==> src/rtl/fan_tach_monitor.sv <==
// Fan tachometer monitor: synchronizes and glitch-filters the tach line,
// then reports per-window RPM, the period between pulses and a stall flag.
//
// Ports:
//   clock      system clock
//   reset      synchronous, active-high reset
//   tach       raw open-drain tach input (asynchronous, idle-high)
//   fan_pwm    PWM drive applied to the fan (used only with the mask option)
//   rpm        RPM of the last completed window, saturating at 65535
//   rpm_valid  one-cycle strobe when rpm updates
//   period     clocks between the last two accepted falling edges, saturating
//   stall      no accepted edge for STALL_CYCLES clocks
//
// Optional feature macro: FAN_TACH_PWM_MASK_EN
//   When defined, the tach filter is frozen while fan_pwm is low and for
//   FILTER_CYCLES clocks after it returns high (3-wire fans lose tach when
//   undriven). When undefined, fan_pwm is ignored.

module fan_tach_monitor #(
    parameter int CLOCK_FREQ_HZ  = 100000000,
    parameter int PULSES_PER_REV = 2,
    parameter int WINDOW_CYCLES  = CLOCK_FREQ_HZ,
    parameter int FILTER_CYCLES  = 16,
    parameter int STALL_CYCLES   = CLOCK_FREQ_HZ / 5
) (
    input  logic        clock,
    input  logic        reset,
    input  logic        tach,
    input  logic        fan_pwm,
    output logic [15:0] rpm,
    output logic        rpm_valid,
    output logic [27:0] period,
    output logic        stall
);

    localparam int WIN_W = (WINDOW_CYCLES > 1) ? $clog2(WINDOW_CYCLES) : 1;
    localparam logic [WIN_W-1:0] WIN_LAST  = WIN_W'(WINDOW_CYCLES - 1);
    localparam logic [WIN_W-1:0] WIN_ONE   = WIN_W'(1);
    localparam logic [7:0]       FILT_LAST = 8'(FILTER_CYCLES - 1);
    localparam logic [27:0]      STALL_LAST = 28'(STALL_CYCLES - 1);
    localparam logic [21:0]      RPM_K     = 22'(60 / PULSES_PER_REV);
    localparam logic [27:0]      SE_MAX    = '1;

    logic             tach_s1_q, tach_s1_d;
    logic             tach_s2_q, tach_s2_d;
    logic             filt_q, filt_d;
    logic [7:0]       filt_cnt_q, filt_cnt_d;
    logic [27:0]      since_q, since_d;
    logic [27:0]      period_q, period_d;
    logic             first_q, first_d;
    logic [WIN_W-1:0] win_q, win_d;
    logic [15:0]      edge_cnt_q, edge_cnt_d;
    logic [15:0]      rpm_q, rpm_d;
    logic             rpm_valid_q, rpm_valid_d;
    logic             stall_q, stall_d;

    logic             mask;
    logic             edge_evt;
    logic             win_term;
    logic [27:0]      since_inc;
    logic [15:0]      n_edges;
    logic [21:0]      rpm_prod;

`ifdef FAN_TACH_PWM_MASK_EN
    logic       pwm_s1_q, pwm_s1_d;
    logic       pwm_s2_q, pwm_s2_d;
    logic [7:0] hold_q, hold_d;

    // hold_q reloads while drive is off and counts down the settle time
    // after drive returns, so the tach has FILTER_CYCLES to recover.
    always_comb begin
        pwm_s1_d = fan_pwm;
        pwm_s2_d = pwm_s1_q;
        hold_d   = hold_q;
        if (!pwm_s2_q) begin
            hold_d = 8'(FILTER_CYCLES);
        end else if (hold_q != 8'd0) begin
            hold_d = hold_q - 8'd1;
        end
        mask = !pwm_s2_q || (hold_q != 8'd0);
    end

    always_ff @(posedge clock) begin
        if (reset) begin
            pwm_s1_q <= 1'b1;
            pwm_s2_q <= 1'b1;
            hold_q   <= 8'd0;
        end else begin
            pwm_s1_q <= pwm_s1_d;
            pwm_s2_q <= pwm_s2_d;
            hold_q   <= hold_d;
        end
    end
`else
    logic unused_fan_pwm;
    assign unused_fan_pwm = fan_pwm;
    assign mask = 1'b0;
`endif

    always_comb begin
        tach_s1_d = tach;
        tach_s2_d = tach_s1_q;

        // Counter runs only while the synced sample disagrees with the
        // accepted level; the level flips on the FILTER_CYCLES-th sample.
        filt_d     = filt_q;
        filt_cnt_d = 8'd0;
        if (!mask && (tach_s2_q != filt_q)) begin
            if (filt_cnt_q == FILT_LAST) begin
                filt_d = ~filt_q;
            end else begin
                filt_cnt_d = filt_cnt_q + 8'd1;
            end
        end
        edge_evt = filt_q && !filt_d;

        since_inc = (since_q == SE_MAX) ? SE_MAX : since_q + 28'd1;
        since_d   = edge_evt ? 28'd0 : since_inc;

        period_d = period_q;
        first_d  = first_q;
        if (edge_evt) begin
            first_d = 1'b1;
            if (first_q) begin
                period_d = since_inc;
            end
        end

        // Edge count includes an edge landing on the terminal cycle.
        n_edges = (edge_evt && (edge_cnt_q != 16'hFFFF))
                ? edge_cnt_q + 16'd1 : edge_cnt_q;
        win_term = (win_q == WIN_LAST);
        rpm_prod = 22'(n_edges) * RPM_K;

        rpm_d       = rpm_q;
        rpm_valid_d = win_term;
        win_d       = win_term ? '0 : win_q + WIN_ONE;
        edge_cnt_d  = win_term ? 16'd0 : n_edges;
        if (win_term) begin
            rpm_d = (rpm_prod > 22'd65535) ? 16'hFFFF : rpm_prod[15:0];
        end

        stall_d = edge_evt ? 1'b0
                : ((since_q >= STALL_LAST) ? 1'b1 : stall_q);
    end

    always_ff @(posedge clock) begin
        if (reset) begin
            tach_s1_q   <= 1'b1;
            tach_s2_q   <= 1'b1;
            filt_q      <= 1'b1;
            filt_cnt_q  <= 8'd0;
            since_q     <= 28'd0;
            period_q    <= 28'd0;
            first_q     <= 1'b0;
            win_q       <= '0;
            edge_cnt_q  <= 16'd0;
            rpm_q       <= 16'd0;
            rpm_valid_q <= 1'b0;
            stall_q     <= 1'b0;
        end else begin
            tach_s1_q   <= tach_s1_d;
            tach_s2_q   <= tach_s2_d;
            filt_q      <= filt_d;
            filt_cnt_q  <= filt_cnt_d;
            since_q     <= since_d;
            period_q    <= period_d;
            first_q     <= first_d;
            win_q       <= win_d;
            edge_cnt_q  <= edge_cnt_d;
            rpm_q       <= rpm_d;
            rpm_valid_q <= rpm_valid_d;
            stall_q     <= stall_d;
        end
    end

    assign rpm       = rpm_q;
    assign rpm_valid = rpm_valid_q;
    assign period    = period_q;
    assign stall     = stall_q;

endmodule

==> config.mk <==
export PLATFORM = sky130hd
export DESIGN_NAME = fan_tach_monitor
export DESIGN_NICKNAME = d
export VERILOG_FILES = /design/src/rtl/fan_tach_monitor.sv
export SDC_FILE = /design/constraint.sdc
export NUM_CORES = 1
export LEC_CHECK = 0
export ABC_CLOCK_PERIOD_IN_PS = 11950
export CAP_MARGIN = 20
export CORE_MARGIN = 2
export CORE_UTILIZATION = 40
export DETAILED_ROUTE_END_ITERATION = 16
export GPL_ROUTABILITY_DRIVEN = 0
export PLACE_DENSITY = 0.61
export SETUP_SLACK_MARGIN = 0.1
export SYNTH_ARGS = -nofsm -noshare
export SYNTH_HDL_FRONTEND = slang
export SYNTH_SLANG_ARGS = --single-unit
==> constraint.sdc <==
create_clock -name clock -period 11.95 [get_ports clock]
set_input_delay 3.585 -clock clock [delete_from_list [all_inputs] [get_ports clock]]
set_output_delay 3.585 -clock clock [all_outputs]
set_load 0.02 [all_outputs]
==> impl_summary.log <==
INFO  metric num-nets-final = 887
INFO  metric syn2layout_area_growth = 17.9%
INFO  metric grt_pass1_wl = 22,900 um
INFO  metric reg2reg_depth = 18
INFO  metric cp.required = 12.21 ns
INFO  metric row_count = 47
INFO  metric min_delay_path_depth = 1
INFO  metric inserted_diodes = 0
INFO  metric cts_buffer_depth = 2
INFO  metric ctsHoldBuffers = 0
INFO  metric routed_wire_length_per_instance = 12.6 um
INFO  metric fin_tns_setup = 0 ns
INFO  metric gr-total-overflow = 0
INFO  metric floorplan.die_area = 18,300 um2
INFO  metric via_count_of_the_first_global_routing_pass = 4,901
INFO  metric slew_headroom = 0.311
INFO  metric ys_ff_latch = 129
INFO  metric wl = 13,400 um
INFO  metric hold_violations = 0
INFO  metric status = finished, final reports clean
INFO  metric route.detailed.vias_per_inst = 4.90
INFO  metric maximum_fanout_encountered_on_the_critical_timing_path = 13
INFO  metric setup.worst_path.end_class = register
INFO  metric floorplan.io_pins = 50
INFO  metric timing.critical_path.arrival = 6.79 ns
INFO  metric power.static_leakage = 0.00318 uW
INFO  metric worst_setup_path_start_kind = register
INFO  metric wirelength_met1 = 6910 um
INFO  metric postSynthAreaPerCell = 8.63 um2
INFO  metric n_fill_cell = 1,625
INFO  metric syn_nets = 850
INFO  metric post_synth_instance_area = 6880 um2
INFO  metric cts_htree_levels = 4
INFO  metric core_area = 16,700 um2
INFO  metric instance_count_after_placement_with_tap_cells_included = 1,035
INFO  metric fin_skew = 0.0169 ns
INFO  metric postCtsSetupBuffers = 0
INFO  metric buffer_ports.inserted = 48
INFO  metric initial_antenna_violation_count = 0
INFO  metric asyncSetResetFlopFracSynth = 0
INFO  metric global_route.usage.total = 0.157
INFO  metric max-cap-violations = 0
INFO  metric dr_top_layer = met4
INFO  metric powerDensity = 117 nW/um2
INFO  metric start_util = 0.412
INFO  metric synth_flop_cell = sky130_fd_sc_hd__dfxtp_1
INFO  metric pin_count_of_the_biggest_net_entering_global_routing = 53
INFO  metric initialDrtViolationCount = 187
INFO  metric min_period = 6.53 ns
INFO  metric type_of_the_most_critical_hold_path = reg2reg
INFO  metric report.final.slew_viol_count = 0
INFO  metric synth_area_leader_cell = sky130_fd_sc_hd__dfxtp_1
INFO  metric clk_pin_slew = 0.06 ns
INFO  metric setup_repair_after_global_routing_missed_its_margin = no
INFO  metric dieHeight = 135 um
INFO  metric hpwl = 9580 um
INFO  metric synthesis.instances = 797
INFO  metric numClockSinks = 129
INFO  metric tritoncts = built
INFO  metric route.met2.wl = 5950 um
INFO  metric drive_above_1_share = 0.0720
INFO  metric critPathKind = reg2reg
INFO  metric tritoncts.num_buffers = 17
INFO  metric number_of_enable_type_register_cells_in_the_synthesized_netlist = 0
INFO  metric drt_first_pass_iters = 4
INFO  metric synth.yosys.seq_area_share = 0.376
INFO  metric post_synth_main_area_contributors = sky130_fd_sc_hd__dfxtp_1 38%, sky130_fd_sc_hd__nor2_1 8.5%, sky130_fd_sc_hd__xor2_1 5.9%
INFO  metric worst_slew_pin_slew = 1.03 ns
INFO  metric setup_viol = 0
INFO  metric dr_total_vias = 5,224
INFO  metric die_w = 135 um
INFO  metric final_antenna_net_count = 0
INFO  metric power_after_layout = 949 uW
INFO  metric synth.lib_cells_used.distinct = 60
INFO  metric cts-root-buf = sky130_fd_sc_hd__clkbuf_16
INFO  metric min_period_over_period = 0.547
INFO  metric met3RoutedLength = 348 um
INFO  metric finalCoreUtilization = 0.485
INFO  metric post_layout_nonfiller_instances = 1,067
INFO  metric post_cts_resized = 0
INFO  metric remaining_drc_errors = 0
INFO  metric clkLatencyLatePin = 0.43 ns
INFO  metric synth_largest_type_area_fraction = 0.376
INFO  metric ir_drop = 0.0904 mV
INFO  metric fmax = 153 MHz
INFO  metric yosys_warnings = 0
## metal layers
metal | global-route usage | vias up
li1 | - | 2772
met1 | 0.210 | 2367
met2 | 0.245 | 70
met3 | 0.0420 | 15
met4 | 0.0538 | 0
met5 | 0 | -
## cell type report
type,instances,area (um2),share of cell area
repair buffers,50,490,0.0605
flip-flops and latches,129,2580,0.319
clock inverters,15,160,0.0198
multi-input cells,584,3980,0.491
clock buffers,17,425,0.0525
well taps,220,275,0.0340
inverters,52,195,0.0241
## Yosys cell counts (18+ instances only)
cell                       number
sky130_fd_sc_hd__a21oi_1       38
sky130_fd_sc_hd__nor2_1       156
sky130_fd_sc_hd__inv_1         51
sky130_fd_sc_hd__ha_1          31
sky130_fd_sc_hd__clkbuf_1      23
sky130_fd_sc_hd__xnor2_1       40
sky130_fd_sc_hd__fa_1          18
sky130_fd_sc_hd__a211oi_1      27
sky130_fd_sc_hd__nand2_1       45
sky130_fd_sc_hd__xor2_1        46
sky130_fd_sc_hd__dfxtp_1      129
sky130_fd_sc_hd__nand3_1       35
## layout by cell type (no fill, tap or decap), types with 17 or more instances in the layout
master	synthesis	final
sky130_fd_sc_hd__nand2_1	45	45
sky130_fd_sc_hd__clkdlybuf4s50_1	0	47
sky130_fd_sc_hd__dfxtp_1	129	129
sky130_fd_sc_hd__a21oi_1	38	38
sky130_fd_sc_hd__clkbuf_16	0	17
sky130_fd_sc_hd__xnor2_1	40	40
sky130_fd_sc_hd__ha_1	31	31
sky130_fd_sc_hd__nor2_1	156	156
sky130_fd_sc_hd__nand3_1	35	35
sky130_fd_sc_hd__a211oi_1	27	27
sky130_fd_sc_hd__xor2_1	46	46
sky130_fd_sc_hd__fa_1	18	18
sky130_fd_sc_hd__inv_1	51	51
## where the power goes
part | total (uW) | internal [uW] | switching (uW)
registers | 434 | 432 | 1.67
clock network | 504 | 280 | 224
logic | 11.5 | 2.83 | 8.63
## worst paths after layout
check,from,to,slack [ns]
setup reg to reg,filt_cnt_q[5],rpm[7],5.42
hold / removal,tach_s1_q,tach_s2_q,0.41
hold reg to reg,tach_s1_q,tach_s2_q,0.41
setup / recovery,filt_cnt_q[5],rpm[7],5.42
## per-stage QoR
step / instance area, um2 / worst slack, ns / hold slack (ns)
after global placement: 7520 / 5.43 / 0.391
after detailed placement: 7520 / 5.38 / 0.397
after floorplan: 6880 / 6.29 / 0.389
after CTS: 8110 / 5.39 / 0.418
final: 8110 / 5.42 / 0.414
after global routing: 8110 / 4.83 / 0.428
## cell families (layout without fill, tap and decap cells)
group / after synthesis / after routing / synth area share
AO/OA/AOI/OAI: 121 / 121 / 0.120
adder cells (fa/ha/maj): 54 / 54 / 0.116
buffers and inverters: 84 / 134 / 0.0473
AND/OR/NAND/NOR: 313 / 313 / 0.209
XOR/XNOR: 94 / 94 / 0.128
multiplexers: 2 / 2 / 0.00291
flip-flops: 129 / 129 / 0.376
## registers in the layout, indices dropped and copies added (netlist names)
register	cells
period	28
rpm_valid	1
rpm	16
tach_s2_q	1
first_q	1
filt_q	1
win_q	27
tach_s1_q	1
since_q	28
stall	1
filt_cnt_q	8
edge_cnt_q	16
## critical path, stage by stage, from the launching register on
cell and delay (ns):
sky130_fd_sc_hd__dfxtp_1 0.34, sky130_fd_sc_hd__or4_4 0.55, sky130_fd_sc_hd__or4_1 0.58, sky130_fd_sc_hd__a21o_4 0.28
sky130_fd_sc_hd__nor3_4 0.19, sky130_fd_sc_hd__nand2_1 0.10, sky130_fd_sc_hd__xor2_1 0.55, sky130_fd_sc_hd__fa_1 0.55
sky130_fd_sc_hd__fa_1 0.51, sky130_fd_sc_hd__inv_1 0.04, sky130_fd_sc_hd__ha_1 0.35, sky130_fd_sc_hd__a21oi_1 0.24
sky130_fd_sc_hd__o221ai_1 0.15, sky130_fd_sc_hd__a21oi_1 0.30, sky130_fd_sc_hd__mux2i_1 0.23, sky130_fd_sc_hd__a21oi_1 0.08
sky130_fd_sc_hd__a2111oi_0 0.58, sky130_fd_sc_hd__and3_1 0.59, sky130_fd_sc_hd__a211oi_1 0.15
No activity file was read; power rests on OpenSTA's default activity.
